`src/rtl/serial_slice_alu.sv`:
```
// serial_slice_alu: multi-cycle ALU that processes a WIDTH-bit operation as a
// chain of SLICE_W-bit slices, LSB slice first, with the carry registered
// between cycles. Every function takes N = WIDTH/SLICE_W cycles.
//
// Function select s:
//   000 f=0 | 001 B+~A+cn | 010 A+~B+cn | 011 A+B+cn
//   100 A^B | 101 A|B     | 110 A&B     | 111 all ones
//
// Ports:
//   clk, rst_n          clock (rising edge), async active-low reset
//   in_valid/in_ready   operand handshake (a, b, s, cn latched on accept)
//   out_valid/out_ready result handshake; result held until out_ready
//   f, cout             result and carry out of the MSB (0 for logic codes)
//   zero, neg, ovf      result flags (0 unless the flags build is selected)
//
// Build option: define SERIAL_ALU_FLAGS_EN to compute zero/neg/ovf on the
// final slice; without it the flag outputs are tied to 0.
module serial_slice_alu #(
  parameter int unsigned WIDTH   = 32,
  parameter int unsigned SLICE_W = 4
) (
  input  logic             clk,
  input  logic             rst_n,
  input  logic             in_valid,
  output logic             in_ready,
  input  logic [WIDTH-1:0] a,
  input  logic [WIDTH-1:0] b,
  input  logic [2:0]       s,
  input  logic             cn,
  output logic             out_valid,
  input  logic             out_ready,
  output logic [WIDTH-1:0] f,
  output logic             cout,
  output logic             zero,
  output logic             neg,
  output logic             ovf
);

  localparam int unsigned N     = WIDTH / SLICE_W;
  localparam int unsigned CNT_W = (N > 1) ? $clog2(N) : 1;
  localparam logic [CNT_W-1:0] LAST = CNT_W'(N - 1);

  generate
    if ((SLICE_W == 0) || (WIDTH % SLICE_W != 0) || (WIDTH < SLICE_W)) begin : g_bad_cfg
      $error("serial_slice_alu: WIDTH must be a non-zero multiple of SLICE_W");
    end
  endgenerate

  typedef enum logic [1:0] {IDLE, RUN, DONE} state_t;

  state_t             state_q, state_d;
  logic [WIDTH-1:0]   a_q, a_d, b_q, b_d, f_q, f_d;
  logic [2:0]         s_q, s_d;
  logic               carry_q, carry_d, cout_q, cout_d;
  logic [CNT_W-1:0]   cnt_q, cnt_d;
  logic               zero_d, neg_d, ovf_d;

  logic               accept;
  logic               arith;
  logic [SLICE_W-1:0] a_sl, b_sl, x_sl, y_sl, res_sl;
  logic [SLICE_W:0]   sum;

  always_comb begin
    in_ready = (state_q == IDLE) || ((state_q == DONE) && out_ready);
    accept   = in_valid && in_ready;

    a_sl  = a_q[cnt_q*SLICE_W +: SLICE_W];
    b_sl  = b_q[cnt_q*SLICE_W +: SLICE_W];
    arith = (s_q == 3'b001) || (s_q == 3'b010) || (s_q == 3'b011);
    x_sl  = (s_q == 3'b001) ? ~a_sl : a_sl;
    y_sl  = (s_q == 3'b010) ? ~b_sl : b_sl;
    sum   = {1'b0, x_sl} + {1'b0, y_sl} + {{SLICE_W{1'b0}}, carry_q};

    case (s_q)
      3'b000:                 res_sl = '0;
      3'b001, 3'b010, 3'b011: res_sl = sum[SLICE_W-1:0];
      3'b100:                 res_sl = a_sl ^ b_sl;
      3'b101:                 res_sl = a_sl | b_sl;
      3'b110:                 res_sl = a_sl & b_sl;
      default:                res_sl = '1;
    endcase

    state_d = state_q;
    a_d     = a_q;
    b_d     = b_q;
    s_d     = s_q;
    carry_d = carry_q;
    cnt_d   = cnt_q;
    f_d     = f_q;
    cout_d  = cout_q;
    zero_d  = 1'b0;
    neg_d   = 1'b0;
    ovf_d   = 1'b0;

    case (state_q)
      RUN: begin
        f_d[cnt_q*SLICE_W +: SLICE_W] = res_sl;
        carry_d = arith && sum[SLICE_W];
        if (cnt_q == LAST) begin
          // Counter stays at LAST rather than incrementing, so N=1 needs no wrap.
          state_d = DONE;
          cout_d  = arith && sum[SLICE_W];
          zero_d  = (f_d == '0);
          neg_d   = f_d[WIDTH-1];
          // Carry into the MSB is recovered from the MSB sum bit of the final slice.
          ovf_d   = arith && ((x_sl[SLICE_W-1] ^ y_sl[SLICE_W-1] ^ sum[SLICE_W-1]) ^ sum[SLICE_W]);
        end else begin
          cnt_d = cnt_q + 1'b1;
        end
      end
      DONE: begin
        if (out_ready) state_d = IDLE;
      end
      default: ;
    endcase

    if (accept) begin
      state_d = RUN;
      a_d     = a;
      b_d     = b;
      s_d     = s;
      carry_d = cn;
      cnt_d   = '0;
    end
  end

  always_ff @(posedge clk or negedge rst_n) begin
    if (!rst_n) begin
      state_q <= IDLE;
      a_q     <= '0;
      b_q     <= '0;
      s_q     <= '0;
      carry_q <= 1'b0;
      cnt_q   <= '0;
      f_q     <= '0;
      cout_q  <= 1'b0;
    end else begin
      state_q <= state_d;
      a_q     <= a_d;
      b_q     <= b_d;
      s_q     <= s_d;
      carry_q <= carry_d;
      cnt_q   <= cnt_d;
      f_q     <= f_d;
      cout_q  <= cout_d;
    end
  end

`ifdef SERIAL_ALU_FLAGS_EN
  logic zero_q, neg_q, ovf_q;

  // Flags only change on the final slice, so they stay stable through DONE and IDLE.
  always_ff @(posedge clk or negedge rst_n) begin
    if (!rst_n) begin
      zero_q <= 1'b0;
      neg_q  <= 1'b0;
      ovf_q  <= 1'b0;
    end else if ((state_q == RUN) && (cnt_q == LAST)) begin
      zero_q <= zero_d;
      neg_q  <= neg_d;
      ovf_q  <= ovf_d;
    end
  end

  assign zero = zero_q;
  assign neg  = neg_q;
  assign ovf  = ovf_q;
`else
  logic unused_flags;
  assign unused_flags = zero_d ^ neg_d ^ ovf_d;
  assign zero = 1'b0;
  assign neg  = 1'b0;
  assign ovf  = 1'b0;
`endif

  assign out_valid = (state_q == DONE);
  assign f         = f_q;
  assign cout      = cout_q;

endmodule

```
`config.mk`:
```
export PLATFORM = sky130hd
export DESIGN_NAME = serial_slice_alu
export DESIGN_NICKNAME = d
export VERILOG_FILES = /design/src/rtl/serial_slice_alu.sv
export SDC_FILE = /design/constraint.sdc
export NUM_CORES = 1
export LEC_CHECK = 0
export CAP_MARGIN = 20
export CORE_ASPECT_RATIO = 0.8
export CORE_MARGIN = 4
export CORE_UTILIZATION = 43
export DETAILED_ROUTE_END_ITERATION = 7
export PLACE_DENSITY = 0.68
export SYNTH_ARGS = -nofsm -noshare
export SYNTH_HDL_FRONTEND = slang
export SYNTH_SLANG_ARGS = --single-unit
```
`constraint.sdc`:
```
create_clock -name clk -period 6.5 [get_ports clk]
set_input_delay 1.95 -clock clk [delete_from_list [all_inputs] [get_ports clk]]
set_output_delay 1.95 -clock clk [all_outputs]
set_load 0.02 [all_outputs]
```
# [Word-level counts from Yosys, hierarchy flattened]
# Index checks and enable logic that the tools add are counted.
[classes] n_bitwise=5 add_sub_neg=4 shift=4 eq_ne=12 reduce_logical=14 mux=13
[ops] op="$shiftx 32x6->4" n=2
[ops] op="$neg 5->34" n=1
[ops] op="$shift 4x34->32 const A" n=1
[ops] op="$shiftx 4x34->32" n=1
[ops] op="$bwmux 32" n=1
[ops] op="$pmux 4 s5" n=1
[ops] op="$eq 3x3->1 const B" n=4
[ops] op="$mux 3" n=3
[ops] op="$mux 4" n=2
[ops] op="$not 4->4" n=2
[ops] op="$eq 3x2->1 const B" n=2
[ops] op="$mux 2" n=3
[ops] op="$add 4x4->5" n=1
[ops] op="$add 5x1->5" n=1
[ops] op="$and 4x4->4" n=1
[ops] op="$or 4x4->4" n=1
[ops] op="$pmux 2 s2" n=1
[ops] op="$reduce_and 2->1" n=2
[ops] op="$xor 4x4->4" n=1
[ops] op="$add 3x1->3 const B" n=1
[ops] op="$eq 3x1->1 const B" n=1
[ops] op="$logic_and 1x1->1" n=3
[ops] op="$logic_not 3->1" n=1
[ops] op="$logic_or 1x1->1" n=3
[ops] op="11 further kinds" n=12
[totals] register_bits=106 out_inout_bits=38

# [Depth between registers and ports, before layout]
# Gate-level depths: netlist (run 1).
[depth] ltp_word=8 mapped_depth=11 ltp_nobuf=9

# [Worst setup path before layout (run 1)]
# OpenSTA, ideal clock, no wires.
[synth_path] kind="input to output" startpoint="input out_ready" endpoint="output in_ready" path_buffers=0 stages=1 setup_slack_ns=2.368 required_ns=4.550 arrival_ns=2.182 path_cell_list="o21a_1"
[synth_via] elab_chain_cells=2
[synth_rtl] element="start: declaration" line_no="31" text="input logic out_ready,"
[synth_rtl] element="$logic_and 1x1->1" line_no="64" text="in_ready = (state_q == IDLE) || ((state_q == DONE) && out_ready);"
[synth_rtl] element="$logic_or 1x1->1" line_no="64"
[synth_rtl] element="end: declaration" line_no="25" text="output logic in_ready,"
# No other way between the ends.

# [Final worst setup path (run 1)]
# Ends and elaborated chain as after synthesis.

==> results of run 1 <==
-- synthesized netlist by cell type, types with 2 or more instances --
cell	n
dfrtp_1	106
mux2_2	97
inv_1	19
mux4_2	16
ha_1	15
buf_2	12
nor2_1	9
o21ai_0	9
mux2i_4	8
xnor2_1	6
nand2_1	5
nand3_1	5
nand4_1	5
buf_4	4
mux2_1	4
nand3b_1	4
nand2b_1	3
nor2b_1	3
o21a_1	3
xor2_1	3
a211oi_1	2
a21oi_1	2
buf_6	2
fa_1	2
nor3_1	2
nor3b_2	2
nor4_2	2
o211ai_1	2
-- critical path: stages --
cell,delay [ns]
clkdlybuf4s50_1,0.53
o21a_1,0.15
clkdlybuf4s50_1,0.60
-- sequential cells by signal, indices dropped and copies added, names as in the netlist --
| register | flops |
|---|---|
| b_q | 32 |
| s_q | 3 |
| f | 32 |
| a_q | 32 |
| cnt_q | 3 |
| state_q | 2 |
| carry_q | 1 |
| cout | 1 |
-- worst min path at each step --
stage / from / end / slack [ns] / cells after the start
6_report: f[20]$_DFFE_PN0P_ / f[20]$_DFFE_PN0P_ / 0.49 / 1
5_1_grt: f[20]$_DFFE_PN0P_ / f[20]$_DFFE_PN0P_ / 0.51 / 1
4_1_cts: f[20]$_DFFE_PN0P_ / f[20]$_DFFE_PN0P_ / 0.50 / 1
3_5_place_dp: f[20]$_DFFE_PN0P_ / f[20]$_DFFE_PN0P_ / 0.48 / 1
3_3_place_gp: f[22]$_DFFE_PN0P_ / f[22]$_DFFE_PN0P_ / 0.47 / 1
2_1_floorplan: a_q[16]$_DFFE_PN0P_ / a_q[16]$_DFFE_PN0P_ / 0.47 / 1
-- final cells by class --
| class | instances | area, um^2 | area share |
|---|---|---|---|
| Clock inverter | 7 | 91.3 | 0.0134 |
| Clock buffer | 9 | 225 | 0.0330 |
| Sequential cell | 106 | 2650 | 0.389 |
| Tap cell | 148 | 185 | 0.0272 |
| Inverter | 20 | 75.1 | 0.0110 |
| Timing Repair Buffer | 114 | 1140 | 0.167 |
| Multi-Input combinational cell | 224 | 2450 | 0.359 |
-- power by group through the flow --
stage | clock (mW) | sequential, mW | combinational, mW
after floorplan | 0 | 0.672 | 0.00334
after global placement | 0 | 0.672 | 0.0602
after detailed placement | 0 | 0.672 | 0.0607
after CTS | 0.595 | 0.659 | 0.0609
after global routing | 0.620 | 0.659 | 0.0649
final | 0.577 | 0.659 | 0.0593
-- per-layer routing --
layer	track usage	vias to the layer above	wire [um]
met5	0	-	0
met4	0.0465	0	153
met1	0.225	1653	5180
met3	0.0502	13	549
li1	-	1536	-
met2	0.266	78	5100
-- cell families (layout without fill, tap and decap cells) --
kind of cell	count (synthesis)	after routing
flops	106	106
mux	125	125
other cells	1	3
simple gates	45	45
compound gates	25	25
fa+ha+maj	17	17
xor+xnor	9	9
buf+inv	39	150
==> metrics.txt, run 1 <==
EDFF count, synth 0; XOR/XNOR share of the synthesized area 0.0149; H-tree depth 3; # hold bufs at CTS 0; post-synthesis adder-cell area fraction 0.0432; worst endpoint data arrival time 3.23 ns; clock slew seen by the registers of the worst setup and hold paths 0.06 ns; Mapped Cells 367; WP data required 4.55 ns; Netlist Area Pre-Place 5280 um^2; Warnings, synthesis 0; floorplan row count 35; vias in the first global route 3,578; DP Area 6470 um^2; Power Density 190 nW/um^2; routed len/inst 17.5 um; Detail Route Antenna Nets 0; maximum clock frequency 193 MHz; share of total power in the clock network 0.445; Synth Area in Compound Gates 0.0318; #FFs+latches synth 106; most frequent cells in the layout 106 x dfrtp_1, 105 x clkdlybuf4s50_1, 97 x mux2_2; Slew headroom 0.341; # diodes 0; Post-CTS Repair Setup Buffers 0; R2R Path Start cnt_q[1]$_DFFE_PN0P_; Synth async-reset ratio 1.00; initial core utilization 0.449; Final Max Slew Viols 0; period utilization 0.797; nets 564; Post-Route WL 11.0 mm; Tightest Pin Transition 0.983 ns; mux cell area share after synthesis 0.318; DIE HEIGHT 107 um; final setup vio count 0; Crit Path Category input port to primary output; cells on worst reg2reg path 8; RSZ-0062 raised after global routing no; final hold violation count 0; switching part of the total 0.202; die span in x 132 um; DRC 0; Net Sw Power 262 uW; gr ovfl total 0; routability cong. 0.818; Resized cells post-CTS 0; pre-CTS WS 1.32 ns; clk_skew 0.00851 ns; Synth area leaders dfrtp_1 50%, mux2_2 21%, mux4_2 6.8%; Detail Placement HPWL 8.21 mm; share of layout cells above drive strength 1 0.323; endpoint class of the critical path primary output; crit path from out_ready; CTS Sinks 106; final setup margin 1.32 ns; ys flop type dfrtp_1; # IOs 110; cell taking the most area after synthesis dfrtp_1; worst hold path type flip-flop to flip-flop; largest family of logic cells by synthesized area multiplexers; synthesized-area fraction occupied by and/or/nand/nor cells 0.0522; reg-to-reg endpoint f[25]$_DFFE_PN0P_; Via density 5.22; Hold WS 0.489 ns; vias 3,280; Flop pwr share 0.509; design area 6820 um^2; Die ar. 14,100 um^2; global-route wire length before repair 18.7 mm; Logic pwr share 0.046; total track usage 0.167; FF-to-FF setup slack 2.43 ns; maxcap violations 0; Core ar. 11,700 um^2; non-filler cells, final 628; Synth cell types 43; P&R area growth vs syn 29.2%; drt pass-1 iters 4; final core occ 0.581; Pwr Total 1.30 mW; Layout fillers 988; CTS tree built; Max Root-Sink Buffers 2; Internal 1.03 mW; register area share after synthesis 0.503; status completed; Leak Pwr 3.25 nW; most common cell after layout, fill and taps aside dfrtp_1; Critical Path Start Type input port; initial antenna violation count 0; fin crit period 5.18 ns; Clock Latency Late Sink 0.35 ns; Yosys top cell area share 0.503; Max rail drop VDD 144 uV; Num CTS Buffers 9; Inst Count DP 611; port buffer count 106; capture point of the worst path in_ready; clock root buffer clkbuf_16; worst-path fanout max 2; mean cell area of the mapped netlist 14.4 um^2; DR iter-0 viols 99; pin count of the biggest net entering global routing 57; TNS Setup 0 ns
Note: power is estimated with default switching activity, not from simulation.
==> run 2: changes to the inputs <==
Settings changed: PLACE_DENSITY 0.68 to 0.71.
Clock period 6.5 ns to 4.7 ns, I/O delays scaled along.
==> metrics.txt, run 2 (synthesis gave the netlist of run 1 again) <==
pin count of the biggest net entering global routing 74 (+30%); DR iter-0 viols 135 (+36%); maxcap violations 0 (unchanged); floorplan row count 35 (unchanged); cells on worst reg2reg path 8 (unchanged); CTS tree built; endpoint class of the critical path primary output; CTS Sinks 106 (unchanged); die span in x 132 um (unchanged); vias in the first global route 3,573 (-0.14%); nets 565 (+0.18%); Slew headroom 0.453 (+0.113); Crit Path Category input port to primary output; min-delay src f[20]$_DFFE_PN0P_; Num CTS Buffers 9 (unchanged); P&R area growth vs syn 28.7%; gr ovfl total 0 (unchanged); Core ar. 11,700 um^2 (unchanged); # IOs 110 (unchanged); CP max stage delay 0.60 ns (about the same); global-route wire length before repair 18.3 mm (-2.1%); fin crit period 4.10 ns; initial antenna violation count 0 (unchanged); clock slew seen by the registers of the worst setup and hold paths 0.07 ns (about the same); Power Density 252 nW/um^2 (+33%); routability cong. 0.806 (-1.5%); most frequent cells in the layout 106 x dfrtp_1, 105 x clkdlybuf4s50_1, 97 x mux2_2; final core occ 0.578 (-0.00245); worst endpoint data arrival time 2.69 ns (-0.54 ns); vias 3,269 (-0.34%); reg-to-reg endpoint f[14]$_DFFE_PN0P_; Die ar. 14,100 um^2 (unchanged); Worst Hold End f[20]$_DFFE_PN0P_; final hold violation count 0 (unchanged); Final Max Slew Viols 0 (unchanged); Detail Placement HPWL 8.20 mm (-0.11%); Detail Route Antenna Nets 0 (unchanged); worst hold path type flip-flop to flip-flop; H-tree depth 3 (unchanged); total track usage 0.165 (-0.00221); Post-Route WL 10.8 mm (-1.4%); # hold bufs at CTS 0 (unchanged); Leak Pwr 3.24 nW (-0.33%); WP data required 3.29 ns (-1.26 ns); Hold Path Depth 1 (unchanged); R2R Path Start cnt_q[1]$_DFFE_PN0P_; clock root buffer clkbuf_16; maximum clock frequency 244 MHz; Critical Path Start Type input port; port buffer count 106 (unchanged); Worst path most repeated cell clkdlybuf4s50_1; DIE HEIGHT 107 um (unchanged); initial core utilization 0.449 (unchanged); Max Root-Sink Buffers 2 (unchanged); TNS Setup 0 ns (unchanged); Tightest Pin Transition 0.820 ns (-0.163 ns); Post-CTS Repair Setup Buffers 0 (unchanged); critical path, cell by cell clkdlybuf4s50_1, o21a_1, clkdlybuf4s50_1; # diodes 0 (unchanged); routed len/inst 17.2 um (-1.5%); Clock Latency Late Sink 0.35 ns (about the same); CP max-delay cell clkdlybuf4s50_1; period utilization 0.872; FF-to-FF setup slack 1.00 ns (-1.43 ns); RSZ-0062 raised after global routing no; Resized cells post-CTS 0 (unchanged); Max rail drop VDD 180 uV (+25%); Worst Path Buf+Inv 2 (unchanged); most common cell after layout, fill and taps aside dfrtp_1; cell family with most CP delay buffers and inverters; share of layout cells above drive strength 1 0.324 (+0.00141); Via density 5.20 (-0.49%); status completed; drt pass-1 iters 4 (unchanged); clk_skew 0.00435 ns (-0.00416 ns); DRC 0 (unchanged); worst-path fanout max 2 (unchanged); final setup vio count 0 (unchanged)
==> run 2: worst max path at each step <==
stage	startpoint	end	slack, ns	cells after the start
after floorplan	cnt_q[1]$_DFFE_PN0P_	f[13]$_DFFE_PN0P_	1.57	9
after global placement	out_ready	in_ready	0.61	3
after detailed placement	out_ready	in_ready	0.60	3
after CTS	out_ready	in_ready	0.60	3
after global routing	out_ready	in_ready	0.57	3
final	out_ready	in_ready	0.60	3
==> run 2: cell type report <==
class | count | area, um^2
Inverter | 20 | 75.1
Fill cell | 987 | 4950
Clock inverter | 6 | 48.8
Multi-Input combinational cell | 224 | 2450
Timing Repair Buffer | 115 | 1140
Clock buffer | 10 | 239
Sequential cell | 106 | 2650
Tap cell | 148 | 185
==> run 2: power by group <==
part | internal [mW] | total (mW) | switching, mW
sequential | 0.912 | 0.912 | 0
combinational | 0.0525 | 0.0821 | 0.0296
clock | 0.379 | 0.717 | 0.338
total | 1.34 | 1.71 | 0.367
==> run 2: worst register-to-register path, cell delays in order, from the launching register on <==
cell	delay [ns]
dfrtp_1	0.73
mux4_2	0.61
mux2i_4	0.20
xor2_1	0.12
fa_1	0.46
fa_1	0.42
xor2_1	0.16
o22ai_1	0.64
mux2_2	0.30
==> run 2: stage by stage <==
stage	total power [mW]	instances	setup slack [ns]	hold WS (ns)	cell area, um^2
2_1_floorplan	0.934	369	1.57	0.474	5280
3_3_place_gp	1.01	613	0.612	0.478	6500
3_5_place_dp	1.01	613	0.600	0.484	6500
4_1_cts	1.74	629	0.596	0.501	6790
5_1_grt	1.78	629	0.565	0.511	6790
6_report	1.71	629	0.603	0.495	6790
==> run 2: metal layers <==
metal | track usage | share of wire | up-vias
li1 | - | - | 1548
met1 | 0.225 | 0.47 | 1630
met5 | 0 | 0 | -
met4 | 0.0480 | 0.013 | 0
met2 | 0.261 | 0.46 | 80
met3 | 0.0460 | 0.053 | 11
==> run 3: changes to the inputs <==
Settings changed: GPL_TIMING_DRIVEN from default to 0.
==> metrics.txt, run 3 (synthesis gave the netlist of run 1 again) <==
final core occ 0.585 (+0.00672); Final Max Slew Viols 0 (unchanged); worst endpoint data arrival time 2.66 ns (-0.03 ns); Power Density 255 nW/um^2 (+1.1%); routability cong. 0.824 (+2.2%); initial antenna violation count 0 (unchanged); nets 578 (+2.3%); clock root buffer clkbuf_16; most common cell after layout, fill and taps aside dfrtp_1; Inst Count DP 625 (+2.0%); Resized cells post-CTS 0 (unchanged); DIE HEIGHT 107 um (unchanged); final setup vio count 0 (unchanged); maximum clock frequency 246 MHz (+0.66%); global-route wire length before repair 19.0 mm (+4.0%); drt pass-1 iters 4 (unchanged); Slew headroom 0.456 (+0.00261); CTS Sinks 106 (unchanged); Post-CTS Repair Setup Buffers 0 (unchanged); WP data required 3.29 ns (about the same); Leak Pwr 3.29 nW (+1.5%); # diodes 0 (unchanged); final hold violation count 0 (unchanged); CP max-delay cell clkdlybuf4s50_1; Detail Placement HPWL 8.71 mm (+6.2%); crit path from out_ready; most frequent cells in the layout 106 x dfrtp_1, 105 x clkdlybuf4s50_1, 97 x mux2_2; RSZ-0062 raised after global routing no; clk_skew 0.00769 ns (+0.00334 ns); routed len/inst 17.9 um (+4.2%); Num CTS Buffers 9 (unchanged); pre-CTS WS 0.622 ns (+0.0219 ns); Die ar. 14,100 um^2 (unchanged); DR iter-0 viols 130 (-3.7%); Core ar. 11,700 um^2 (unchanged); initial core utilization 0.449 (unchanged); clock slew seen by the registers of the worst setup and hold paths 0.07 ns (about the same); Detail Route Antenna Nets 0 (unchanged); Clock Latency Late Sink 0.34 ns (about the same); floorplan row count 35 (unchanged); vias in the first global route 3,717 (+4.0%); Max rail drop VDD 187 uV (+4.2%); Tightest Pin Transition 0.816 ns (-0.00392 ns); Via density 5.37 (+3.4%); Post-Route WL 11.5 mm (+6.3%); # hold bufs at CTS 0 (unchanged); fin crit period 4.07 ns (-0.0269 ns); Pwr Total 1.75 mW (+2.3%); share of layout cells above drive strength 1 0.340 (+0.0158); endpoint class of the critical path primary output; Worst path most repeated cell clkdlybuf4s50_1; non-filler cells, final 642 (+2.1%); # IOs 110 (unchanged); status completed; port buffer count 106 (unchanged); pin count of the biggest net entering global routing 71 (-4.1%); period utilization 0.866 (-0.00572); P&R area growth vs syn 30.1%; Critical Path Start Type input port; H-tree depth 3 (unchanged); total track usage 0.171 (+0.00580); Max Root-Sink Buffers 2 (unchanged); final setup margin 0.630 ns (+0.0269 ns); worst-path fanout max 2 (unchanged); CP max stage delay 0.61 ns (about the same); die span in x 132 um (unchanged); min-delay src f[23]$_DFFE_PN0P_; R2R Path Start cnt_q[2]$_DFFE_PN0P_; Crit Path Category input port to primary output; DRC 0 (unchanged); critical path, cell by cell clkdlybuf4s50_1, o21a_1, clkdlybuf4s50_1; vias 3,449 (+5.5%); gr ovfl total 0 (unchanged); CTS tree built; maxcap violations 0 (unchanged); Hold WS 0.498 ns (+0.00314 ns); worst hold path type flip-flop to flip-flop
==> run 3: worst paths after layout <==
kind	end	slack, ns	depth (start not counted)
setup / recovery	in_ready	0.63	3
hold / removal	f[23]$_DFFE_PN0P_	0.50	1
setup reg to reg	f[10]$_DFFE_PN0P_	0.90	10
hold reg to reg	f[23]$_DFFE_PN0P_	0.50	1
max in group asynchronous	a_q[11]$_DFFE_PN0P_	2.97	2
min in group asynchronous	f[22]$_DFFE_PN0P_	1.02	1
==> run 3: final cells by class <==
type                            instances  area [um^2]
Inverter                               20         75.1
Timing Repair Buffer                  109         1100
Fill cell                             955         4870
Tap cell                              148          185
Clock buffer                            9          225
Clock inverter                          7         76.3
Multi-Input combinational cell        224         2440
Sequential cell                       106         2650
Buffer                                 19          116
==> run 3: metal layers <==
layer  vias to the layer above  wire (um)  track usage
li1                       1566          -            -
met1                      1769       5320        0.227
met2                        96       5370        0.278
met3                        18        609       0.0450
met4                         0        227       0.0532
met5                         -          0            0
==> run 3: critical path: cells and delay by family <==
kind / cells / cell delay, ns
compound gates: 1 / 0.14
buf+inv: 2 / 1.11
==> run 3: stage by stage <==
stage          TNS, ns  cell area, um^2
6_report             0             6870
5_1_grt              0             6870
4_1_cts              0             6860
3_5_place_dp         0             6560
3_3_place_gp   -181.30             6530
2_1_floorplan        0             5280
==> run 3: report_power, final <==
group	switching [mW]	leakage, nW	internal, mW	total, mW
Clock	0.335	0.142	0.417	0.752
Combinational	0.0309	1.70	0.0556	0.0865
Sequential	0	1.45	0.911	0.911
